[src/rtl/gbus_arbiter.sv]
// Round-robin bus arbiter: grants one master a burst of up to MAX_BURST beats, then a TURN/IDLE gap.
// Define GBUS_FIXED_PRI_EN for fixed lowest-index priority instead of round-robin.
module gbus_arbiter #(
  parameter int unsigned NUM_MSTR  = 4,
  parameter int unsigned DATA_W    = 16,
  parameter int unsigned ADDR_W    = 48,
  parameter int unsigned MAX_BURST = 8
) (
  input  logic                         sysClk,
  input  logic                         rst,
  input  logic [NUM_MSTR-1:0]          need,
  output logic [NUM_MSTR-1:0]          YouGotIt,
  input  logic [NUM_MSTR*ADDR_W-1:0]   addrM,
  input  logic [NUM_MSTR*DATA_W-1:0]   DoutM,
  output logic [DATA_W-1:0]            DinMast,
  output logic [NUM_MSTR-1:0]          Clast_mstr,
  output logic [ADDR_W-1:0]            Adr,
  output logic [DATA_W-1:0]            dbus_in,
  input  logic [DATA_W-1:0]            dataOut,
  output logic                         tarActive,
  output logic                         Clast
);

  localparam int unsigned OW = $clog2(NUM_MSTR);
  localparam int unsigned CW = (MAX_BURST > 1) ? $clog2(MAX_BURST) : 1;
  localparam logic [CW-1:0] LAST_BEAT = CW'(MAX_BURST - 1);

  typedef enum logic [1:0] {IDLE, BUSY, TURN} state_t;

  state_t          r_state, w_next;
  logic [OW-1:0]   r_owner;
  logic [CW-1:0]   r_cnt;
  logic [OW-1:0]   w_win, w_lo;
  logic            w_found_lo;
  logic            w_sel_need;
  logic [ADDR_W-1:0] w_adr;
  logic [DATA_W-1:0] w_dout;
`ifndef GBUS_FIXED_PRI_EN
  localparam logic [OW-1:0] LAST_MSTR = OW'(NUM_MSTR - 1);
  logic [OW-1:0]   r_ptr, w_hi;
  logic            w_found_hi;
`endif

  // Round-robin as two priority scans: first request at/above the pointer, else lowest overall.
  always_comb begin
    w_lo       = '0;
    w_found_lo = 1'b0;
`ifndef GBUS_FIXED_PRI_EN
    w_hi       = '0;
    w_found_hi = 1'b0;
`endif
    for (int unsigned j = 0; j < NUM_MSTR; j++) begin
      if (need[j] && !w_found_lo) begin
        w_lo       = OW'(j);
        w_found_lo = 1'b1;
      end
`ifndef GBUS_FIXED_PRI_EN
      if (need[j] && (OW'(j) >= r_ptr) && !w_found_hi) begin
        w_hi       = OW'(j);
        w_found_hi = 1'b1;
      end
`endif
    end
`ifdef GBUS_FIXED_PRI_EN
    w_win = w_lo;
`else
    w_win = w_found_hi ? w_hi : w_lo;
`endif
  end

  always_comb begin
    w_sel_need = 1'b0;
    w_adr      = '0;
    w_dout     = '0;
    for (int unsigned m = 0; m < NUM_MSTR; m++) begin
      if (OW'(m) == r_owner) begin
        w_sel_need = need[m];
        w_adr      = addrM[m*ADDR_W +: ADDR_W];
        w_dout     = DoutM[m*DATA_W +: DATA_W];
      end
    end
  end

  always_ff @(posedge sysClk or negedge rst) begin
    if (!rst) r_state <= IDLE;
    else      r_state <= w_next;
  end

  always_comb begin
    w_next     = r_state;
    YouGotIt   = '0;
    Clast_mstr = '0;
    tarActive  = 1'b0;
    Clast      = 1'b0;
    Adr        = '0;
    dbus_in    = '0;
    DinMast    = '0;
    unique case (r_state)
      IDLE: if (|need) w_next = BUSY;
      BUSY: begin
        tarActive = w_sel_need;
        Clast     = w_sel_need && (r_cnt == LAST_BEAT);
        Adr       = w_adr;
        dbus_in   = w_dout;
        DinMast   = dataOut;
        for (int unsigned m = 0; m < NUM_MSTR; m++) begin
          if (OW'(m) == r_owner) begin
            YouGotIt[m]   = 1'b1;
            Clast_mstr[m] = Clast;
          end
        end
        if (!w_sel_need || Clast) w_next = TURN;
      end
      TURN:    w_next = IDLE;
      default: w_next = IDLE;
    endcase
  end

  always_ff @(posedge sysClk or negedge rst) begin
    if (!rst) begin
      r_owner <= '0;
      r_cnt   <= '0;
`ifndef GBUS_FIXED_PRI_EN
      r_ptr   <= '0;
`endif
    end else begin
      unique case (r_state)
        IDLE: if (|need) begin
          r_owner <= w_win;
          r_cnt   <= '0;
        end
        BUSY: if (w_sel_need) r_cnt <= r_cnt + 1'b1;
`ifndef GBUS_FIXED_PRI_EN
        TURN: r_ptr <= (r_owner == LAST_MSTR) ? '0 : r_owner + 1'b1;
`endif
        default: ;
      endcase
    end
  end

endmodule

[config.mk]
export PLATFORM = sky130hd
export DESIGN_NAME = gbus_arbiter
export DESIGN_NICKNAME = d
export VERILOG_FILES = /design/src/rtl/gbus_arbiter.sv
export SDC_FILE = /design/constraint.sdc
export NUM_CORES = 1
export LEC_CHECK = 0
export CAP_MARGIN = 5
export CORE_AREA = 2 2 142 144
export DETAILED_ROUTE_END_ITERATION = 6
export DIE_AREA = 0 0 144 146
export DONT_BUFFER_PORTS = 1
export PLACE_DENSITY_LB_ADDON = 0.2
export SETUP_SLACK_MARGIN = 0.1
export SLEW_MARGIN = 20
export SYNTH_ARGS = -nofsm -noshare
export SYNTH_HDL_FRONTEND = slang
export SYNTH_SLANG_ARGS = --single-unit
[constraint.sdc]
create_clock -name sysClk -period 2.21 [get_ports sysClk]
set_input_delay 0.1105 -clock sysClk [delete_from_list [all_inputs] [get_ports sysClk]]
set_output_delay 0.1105 -clock sysClk [all_outputs]
set_load 0.05 [all_outputs]
==> metrics.txt, run 1 <==
Slew @ Worst Pin 0.430 ns; post-synth cell types 35; data required time of the worst path between 2 and 2.5 ns; die extent in x roughly 140 um; f_max about 450 MHz; IO Count between 300 and 400; Placed Area about 0.0043 mm2; clock slew at reported path FFs ~0.040 ns; Tcrit/Tclk final 1.00; Die Y 146 um; worst skew pair latency roughly 0.23 ns; GRT Overall Usage 0.122; warnings from Yosys 0; First-pass DRT Iterations 5; # H-tree levels 1; core box area ~0.019 mm2; final antenna-violating net count 0; violated checks negative setup slack; Hold Slack approximately 0.11 ns; CP max stage cell dfrtp_1; Final WS setup -0.00562 ns; Syn-to-layout area delta 99.9%; critical path's largest stage delay ~0.41 ns; pin count of the biggest net entering global routing 71; # diodes 0; Setup CP Type reg2out; Max VDD drop just under 700 uV; CP max FO 9; Final Hold Viols 0; clk sink count 9; DRC 0; Worst Clk Skew about 0.0012 ns; PD cells just over 2000 mW/mm2; drt initial violations 228; #FFs+latches synth 9; CP Launch Type flop; most frequent cells in the layout buf_12 (74), nand2_1 (68), a22o_1 (49), a22oi_1 (41), o21ai_1 (35); Pleak a little under 2 nW; Filler cells between 2k and 2.5k; Die Area 0.0210 mm2; first-pass GRT wire length about 20,000 um; unrepaired setup endpoints after global routing true; mean area per synthesized cell between 6 and 7 um2; Pins Over Slew Limit 0; Via density around 5.1; post-route setup TNS -0.00585 ns; total gr overflow 0; Syn Inst Count around 380; Final nets roughly 750; Critical Path AT around 2.1 ns; Final GP Congestion a little over 0.8; Relative slew margins 0.712; Root Buffer Master clkbuf_16; post-synthesis cell area ~0.0026 mm2; maximum buffer depth of the clock tree 2; CP cell instances buf_6, ha_4, nor2b_4, buf_6, buf_12, buf_16, a22oi_2, o21ai_1, a22o_1, buf_12; Tmin final approximately 2.2 ns; total routed wirelength 15,300 um; CTS tree yes; Starting Density 0.132; outcome finished with violations; most common cell after layout, fill and taps aside buf_12; Critical Path End Type primary output; HP Class in2reg; final instance area 0.00511 mm2; vias in the first global route around 3.7k; # setup viols final 2; MaxCap Viol Count 0; total vias in the final route about 3.7k; layout cell share with drive strength beyond 1 0.397; dpl hpwl roughly 11,000 um; port bufs 0; WL/cell 21.1 um; row cnt ~50; CTS Buf Count 3; antenna violations before repair 0; Seq/Total Area, Yosys 0.0881; Syn Nets 667
[metrics by stage]
| step | setup slack, ns | instances | util | power (mW) |
|---|---|---|---|---|
| finish | -0.00562 | 728 | 0.264 | 10.4 |
| global route | -0.0558 | 728 | 0.264 | 10.9 |
| CTS | 0.0797 | 721 | 0.247 | 9.67 |
| detailed placement | 0.0947 | 700 | 0.224 | 8.45 |
| global placement | 0.130 | 700 | 0.224 | 8.36 |
| floorplan | 0.105 | 383 | - | 5.08 |
[worst max-delay path: cells and delay by family, from the launching register on]
| family | cells | cell delay [ns] |
|---|---|---|
| buffers and inverters | 5 | 0.70 |
| adder cells (fa/ha/maj) | 1 | 0.16 |
| AND/OR/NAND/NOR | 1 | 0.15 |
| AO/OA/AOI/OAI | 3 | 0.45 |
| flip-flops | 1 | 0.41 |
[layer usage]
| layer | up-vias | share of wire | GRT usage |
|---|---|---|---|
| met5 | - | 0 | 0 |
| met4 | 0 | 0.016 | 0.0211 |
| met3 | 28 | 0.093 | 0.0207 |
| met2 | 294 | 0.52 | 0.235 |
| met1 | 1740 | 0.37 | 0.138 |
| li1 | 1638 | - | - |
[path summary, 6_finish.rpt]
check | start | endpoint | slack, ns | depth (start not counted)
setup / recovery | r_owner[0] | Adr[46] | -0.006 | 10
hold / removal | need[2] | r_owner[0] | 0.11 | 2
setup reg to reg | r_owner[0] | r_cnt[1] | 0.15 | 8
hold reg to reg | r_cnt[2] | r_cnt[2] | 0.54 | 2
max in group asynchronous | rst | r_owner[1] | 1.66 | 1
min in group asynchronous | rst | r_cnt[2] | 0.26 | 1
[synthesized netlist by cell type]
library cell,count,area share
a2111o_1,2,0.0088
a21boi_0,1,0.0029
a21o_1,1,0.0029
a21oi_1,3,0.0059
a221oi_2,1,0.0059
a22o_1,64,0.22
a22oi_1,64,0.19
a311oi_2,1,0.0059
a31o_2,1,0.0034
and2_1,20,0.049
and2_2,1,0.0029
and2b_2,1,0.0034
and3_1,3,0.0073
and4_2,1,0.0039
buf_1,1,0.0015
buf_2,27,0.053
clkbuf_1,17,0.025
dfrtp_1,9,0.088
ha_1,6,0.029
inv_1,7,0.010
mux2_2,1,0.0044
mux2_4,1,0.0059
mux2i_1,3,0.012
nand2_1,68,0.10
nand2b_1,1,0.0024
nand3_1,1,0.0020
nand3b_1,1,0.0029
nor2_1,1,0.0015
nor2b_1,2,0.0049
nor3b_1,1,0.0029
nor4_1,1,0.0024
o21ai_0,67,0.13
o31ai_1,1,0.0029
or2_2,2,0.0049
or3b_1,1,0.0034
[power breakdown]
part	switching [mW]	internal (mW)	total [mW]	leakage, nW
Clock	0.0711	0.240	0.312	0.0382
Combinational	5.35	4.42	9.77	1.81
Sequential	0.0721	0.239	0.311	0.115
[registers in the layout, indices dropped and copies added, names as in the netlist]
signal,cells
r_state,2
r_cnt,3
r_ptr,2
r_owner,2
[timing repair]
| item | 4_1_cts | 5_1_grt |
|---|---|---|
| gates resized for setup | 63 | 43 |
| buffers inserted | 13 | 2 |
| endpoints found under the hold margin | 9 | 0 |
| setup endpoints to repair | 68 | 72 |
| hold buffers | 1 | 0 |
| gates cloned | 3 | 5 |
| pin swaps | 30 | 35 |
[final cells by class]
class | instances | area (um2) | share of cell area
Timing Repair Buffer | 121 | 1990 | 0.390
Multi-Input combinational cell | 322 | 2450 | 0.480
Clock buffer | 4 | 78.8 | 0.0154
Sequential cell | 9 | 225 | 0.0441
Inverter | 7 | 26.3 | 0.00514
Tap cell | 265 | 332 | 0.0649
[cell families after synthesis]
family / after synthesis / share of synthesized area
compound gates: 206 / 0.577
simple gates: 105 / 0.194
buf+inv: 52 / 0.0896
flops: 9 / 0.0881
fa+ha+maj: 6 / 0.0294
mux: 5 / 0.0220
No activity file was read; power rests on OpenSTA's default activity.
==> run 2, diff against run 1 <==
--- a/config.mk
+++ b/config.mk
@@ -11,6 +11,7 @@
 export DIE_AREA = 0 0 144 146
 export DONT_BUFFER_PORTS = 1
 export PLACE_DENSITY_LB_ADDON = 0.2
+export RECOVER_POWER = 50
 export SETUP_SLACK_MARGIN = 0.1
 export SLEW_MARGIN = 20
 export SYNTH_ARGS = -nofsm -noshare
==> run 2 against run 1 <==
Effect of this change: the flow now finishes without violations; clock skew is essentially flat; power shrank 0.82%; sequential share of layout area is essentially flat; maximum frequency grew 0.33%; final cell count is the same; hold slack is essentially flat; critical path type unchanged.
==> metrics.txt, run 2 (synthesized netlist as in run 1, its figures left out) <==
die extent in x 144 um; most frequent cells in the layout buf_12 (74), nand2_1 (68), a22o_1 (49), a22oi_1 (41), o21ai_1 (35); data required time of the worst path 2.10 ns; layout cell share with drive strength beyond 1 0.371; Root Buffer Master clkbuf_16; Tcrit/Tclk final 0.999; reg2reg start r_owner[0]; fin util 0.261; GRT Overall Usage 0.122; Hold Slack about 0.11 ns; Multi-input gate area around 0.0025 mm2; outcome finished clean; GR Util met2 0.235; worst skew pair latency approximately 0.23 ns; Worst Setup SP r_owner[0]; total vias in the final route 3,676; max FFs per register 3; clock share of power 0.030; sw frac 0.532; CTS tree yes; Hold Path Stages 2; worst reg-to-reg setup slack approximately 0.15 ns; # diodes 0; Critical Path End Type primary output; # setup viols final 0; Filler cells around 2k; Die Area between 0.02 and 0.025 mm2; Syn-to-layout area delta 97.7%; CP max stage cell dfrtp_1; Worst Hold End r_owner[0]; MaxCap Viol Count 0; Die Y roughly 150 um; Max VDD drop 695 uV; met3 GRT Util 0.0207; Sequential Power Share 0.030; port bufs 0; CP cell instances buf_4, ha_2, or3b_4, a221oi_4, a31o_4, and3_4; clk sink count 9; Critical Path AT 2.10 ns; Relative slew margins 0.589; gr busiest metal met2; clock slew at reported path FFs 0.04 ns; final antenna-violating net count 0; # H-tree levels 1; Setup CP Type reg2out; maximum buffer depth of the clock tree 2; f_max between 400 and 500 MHz; most flop-heavy register r_cnt; CP max FO 6; internal power 4.82 mW; core box area 0.0193 mm2; WL/cell 21.0 um; Final GP Congestion between 0.8 and 0.9; pin count of the biggest net entering global routing roughly 70; antenna violations before repair 0; Final nets approximately 750; unrepaired setup endpoints after global routing true; row cnt slightly above 50; drt initial violations between 200 and 250; critical path's largest stage delay around 0.41 ns; dpl hpwl about 11,000 um; total routed wirelength 15,300 um; area occupied by registers between 200 and 250 um2; PD cells 2040 mW/mm2; first-pass GRT wire length ~20,000 um; vias in the first global route roughly 3.7k; Worst Clk Skew between 0.001 and 0.0015 ns; Worst R2R End r_cnt[1]; Net Switching approximately 5.5 mW; hold path start need[2]; HP Class in2reg; Starting Density 0.132; Via density approximately 5; Pleak around 1.9 nW; GRT met1 Usage 0.138; Tmin final roughly 2.2 ns; most common cell after layout, fill and taps aside buf_12; logic gate share of total power 0.940; DRC 0; R2R depth 8; CP Launch Type flop; Setup WS pre-CTS around 0.095 ns; total gr overflow 0; First-pass DRT Iterations 5; Slew @ Worst Pin 0.620 ns; Final Hold Viols 0; Final WS setup between 0.0015 and 0.002 ns; CTS Buf Count 3; IO Count 368; Pins Over Slew Limit 0
## run 2: cell count changes in the layout (fill, tap and decap cells not counted), sizes merged
cell    change
clkbuf     +16
buf        -16
## run 2: area by class of cell
| class | instances | share of cell area |
|---|---|---|
| well taps | 265 | 0.0656 |
| clock buffers | 4 | 0.0156 |
| inverters | 7 | 0.00520 |
| multi-input cells | 322 | 0.485 |
| flip-flops and latches | 9 | 0.0446 |
| repair buffers | 121 | 0.384 |
## run 2: how the worst max path moves through the flow
stage                     to  slack, ns  depth (start not counted)
2_1_floorplan        Adr[38]       0.10                          4
3_3_place_gp         Adr[13]       0.13                          8
3_5_place_dp         Adr[13]       0.09                          8
4_1_cts              Adr[30]       0.08                         10
5_1_grt        Clast_mstr[2]      -0.06                          7
6_report       Clast_mstr[2]      0.002                          6
## run 2: routing by layer
layer	part of all wire	up-vias
li1	-	1635
met2	0.52	285
met3	0.091	20
met4	0.011	0
met5	0	-
met1	0.38	1736
## run 2: timing repair
action	in CTS	in global routing
resized for setup	63	43
gates cloned	3	5
pin swaps	30	35
buffers inserted	13	2
hold buffers	1	0
setup endpoints to repair	68	72
endpoints found under the hold margin	9	0
## run 2: worst max-delay path, delay by kind of cell (launching register included)
kind	cells	cell delay, ns
compound gates	2	0.43
fa+ha+maj	1	0.18
buf+inv	1	0.16
flops	1	0.41
simple gates	2	0.68
## run 2: through the flow
stage	total power, mW	TNS [ns]	cell area [um2]	instances
6_report	10.3	0	5050	728
3_5_place_dp	8.45	0	4330	700
5_1_grt	10.9	-1.01	5050	728
3_3_place_gp	8.36	0	4330	700
4_1_cts	9.67	0	4770	721
2_1_floorplan	5.08	0	2570	383
## run 2: power by group through the flow
stage	combinational [mW]	sequential (mW)	clock, mW
detailed placement	8.13	0.317	0
finish	9.68	0.311	0.311
global placement	8.05	0.310	0
CTS	9.05	0.304	0.317
floorplan	4.78	0.291	0
global route	10.2	0.325	0.328
==> run 3, diff against run 2 <==
--- a/config.mk
+++ b/config.mk
@@ -13,7 +13,7 @@
 export PLACE_DENSITY_LB_ADDON = 0.2
 export RECOVER_POWER = 50
 export SETUP_SLACK_MARGIN = 0.1
-export SLEW_MARGIN = 20
+export SLEW_MARGIN = 40
 export SYNTH_ARGS = -nofsm -noshare
 export SYNTH_HDL_FRONTEND = slang
 export SYNTH_SLANG_ARGS = --single-unit
==> constraint.sdc (replaced) <==
create_clock -name sysClk -period 2.2 [get_ports sysClk]
set_input_delay 0.11 -clock sysClk [delete_from_list [all_inputs] [get_ports sysClk]]
set_output_delay 0.11 -clock sysClk [all_outputs]
set_load 0.05 [all_outputs]
==> run 3 against run 2 <==
Effect of this change: flip-flop and latch count did not move; register-to-register slack improved by 0.02 ns; non-clock buffer count fell by 4; combinational power decreased by 2.4%; count of clock-buffer cells in the layout unchanged; sequential power about the same; clock power barely moved; first-iteration DRC count increased by 17%; utilization shrank 0.50 points; hold slack worse by 0.0010 ns; final area fell by 1.9%; critical path type unchanged; largest power group unchanged; highest routed layer unchanged.
==> metrics.txt, run 3 (synthesized netlist as in run 1, its figures left out) <==
outcome finished clean; MaxCap Viol Count 0; most flop-heavy register r_cnt; # setup viols final 0; Via density ~5; Starting Density 0.132; area occupied by registers 225 um2; Filler cells 2,052; total routed wirelength roughly 15,000 um; Sequential Power Share 0.031; GRT Overall Usage 0.121; Syn-to-layout area delta 93.9%; R2R depth 8; Root Buffer Master clkbuf_16; Die Area ~0.021 mm2; antenna violations before repair 0; core box area ~0.019 mm2; port bufs 0; final antenna-violating net count 0; IO Count about 370; WL/cell ~20 um; Critical Path End Type primary output; sw frac 0.536; internal power approximately 4.7 mW; total gr overflow 0; CP max FO 6; Power Total 10.1 mW; dpl hpwl 11,000 um; Final WS setup between 0.02 and 0.025 ns; critical path capture point Clast_mstr[2]; reg2reg start r_owner[0]; Pins Over Slew Limit 0; data required time of the worst path 2.09 ns; pin count of the biggest net entering global routing just over 70; unrepaired setup endpoints after global routing true; Multi-input gate area between 0.002 and 0.0025 mm2; f_max 459 MHz; Critical Path AT slightly above 2 ns; Worst R2R End r_cnt[1]; Worst Setup SP r_owner[0]; CTS tree yes; max FFs per register 3; Max VDD drop between 700 and 800 uV; drt initial violations approximately 260; first-pass GRT wire length 20,300 um; row cnt between 50 and 60; clock share of power 0.031; Final nets around 740; clock slew at reported path FFs around 0.040 ns; Setup WS pre-CTS 0.0852 ns; clk sink count 9; Worst Clk Skew a little under 0.002 ns; CP Launch Type flop; Die Y 146 um; HP Class in2reg; worst skew pair latency ~0.23 ns; most common cell after layout, fill and taps aside buf_12; PD cells between 2000 and 2500 mW/mm2; Relative slew margins 0.590; Final GP Congestion 0.824; most frequent cells in the layout buf_12 (73), nand2_1 (68), a22o_1 (60), o21ai_1 (44), a22oi_1 (34); # diodes 0; total vias in the final route 3,624; Final Hold Viols 0; die extent in x between 100 and 150 um; vias in the first global route 3,697; Tcrit/Tclk final 0.990; # H-tree levels 1; Pleak roughly 1.8 nW; maximum buffer depth of the clock tree 2; Tmin final ~2.2 ns; logic gate share of total power 0.938; worst reg-to-reg setup slack approximately 0.17 ns; First-pass DRT Iterations 5; Net Switching roughly 5.4 mW; Setup CP Type reg2out; layout cell share with drive strength beyond 1 0.357; Slew @ Worst Pin between 0.6 and 0.7 ns; CTS Buf Count 3; DRC 0
-- run 3: metrics by stage --
stage,hold slack (ns),TNS (ns),utilization,cell area (um2),cells
6_report,0.113,0,0.256,4960,724
5_1_grt,0.139,-1.03,0.256,4960,724
4_1_cts,0.115,0,0.249,4810,721
3_5_place_dp,-0.185,0,0.224,4330,700
3_3_place_gp,-0.185,0,0.224,4330,700
2_1_floorplan,-0.186,0,-,2570,383
-- run 3: power by group through the flow --
stage | Clock, mW | Combinational (mW) | Sequential (mW)
2_1_floorplan | 0 | 4.81 | 0.292
3_3_place_gp | 0 | 8.08 | 0.311
3_5_place_dp | 0 | 8.17 | 0.318
4_1_cts | 0.319 | 9.14 | 0.308
5_1_grt | 0.329 | 9.95 | 0.327
6_report | 0.312 | 9.45 | 0.312
-- run 3: final cells by class --
| class | instances | area share |
|---|---|---|
| Multi-Input combinational cell | 322 | 0.484 |
| Timing Repair Buffer | 117 | 0.382 |
| Tap cell | 265 | 0.0669 |
| Sequential cell | 9 | 0.0454 |
| Clock buffer | 4 | 0.0159 |
| Inverter | 7 | 0.00530 |
-- run 3: routing by layer --
metal	GRT usage	wire length, um
met2	0.235	7820
met4	0.0167	111
met3	0.0234	1400
met1	0.137	5480
met5	0	0
-- run 3: timing repair --
action,CTS,global route
pin swaps,36,40
setup endpoints to repair,68,72
setup buffers,13,0
gates resized for setup,73,38
gates cloned,3,3
endpoints found under the hold margin,9,0
hold buffers,1,0
-- run 3: how the worst min path moves through the flow --
| stage | endpoint | slack [ns] | start | cells after the start |
|---|---|---|---|---|
| 2_1_floorplan | r_cnt[0] | -0.19 | rst | 0 |
| 3_3_place_gp | r_cnt[2] | -0.19 | rst | 0 |
| 3_5_place_dp | r_cnt[2] | -0.19 | rst | 0 |
| 4_1_cts | r_owner[0] | 0.11 | need[2] | 2 |
| 5_1_grt | r_owner[0] | 0.14 | need[2] | 2 |
| 6_report | r_owner[0] | 0.11 | need[2] | 2 |
-- run 3: critical path, stage by stage, from the launching register on --
cell	delay [ns]
dfrtp_1	0.42
buf_6	0.14
ha_4	0.16
buf_6	0.15
nand3b_1	0.20
a221oi_4	0.30
a31o_4	0.18
and3_4	0.29
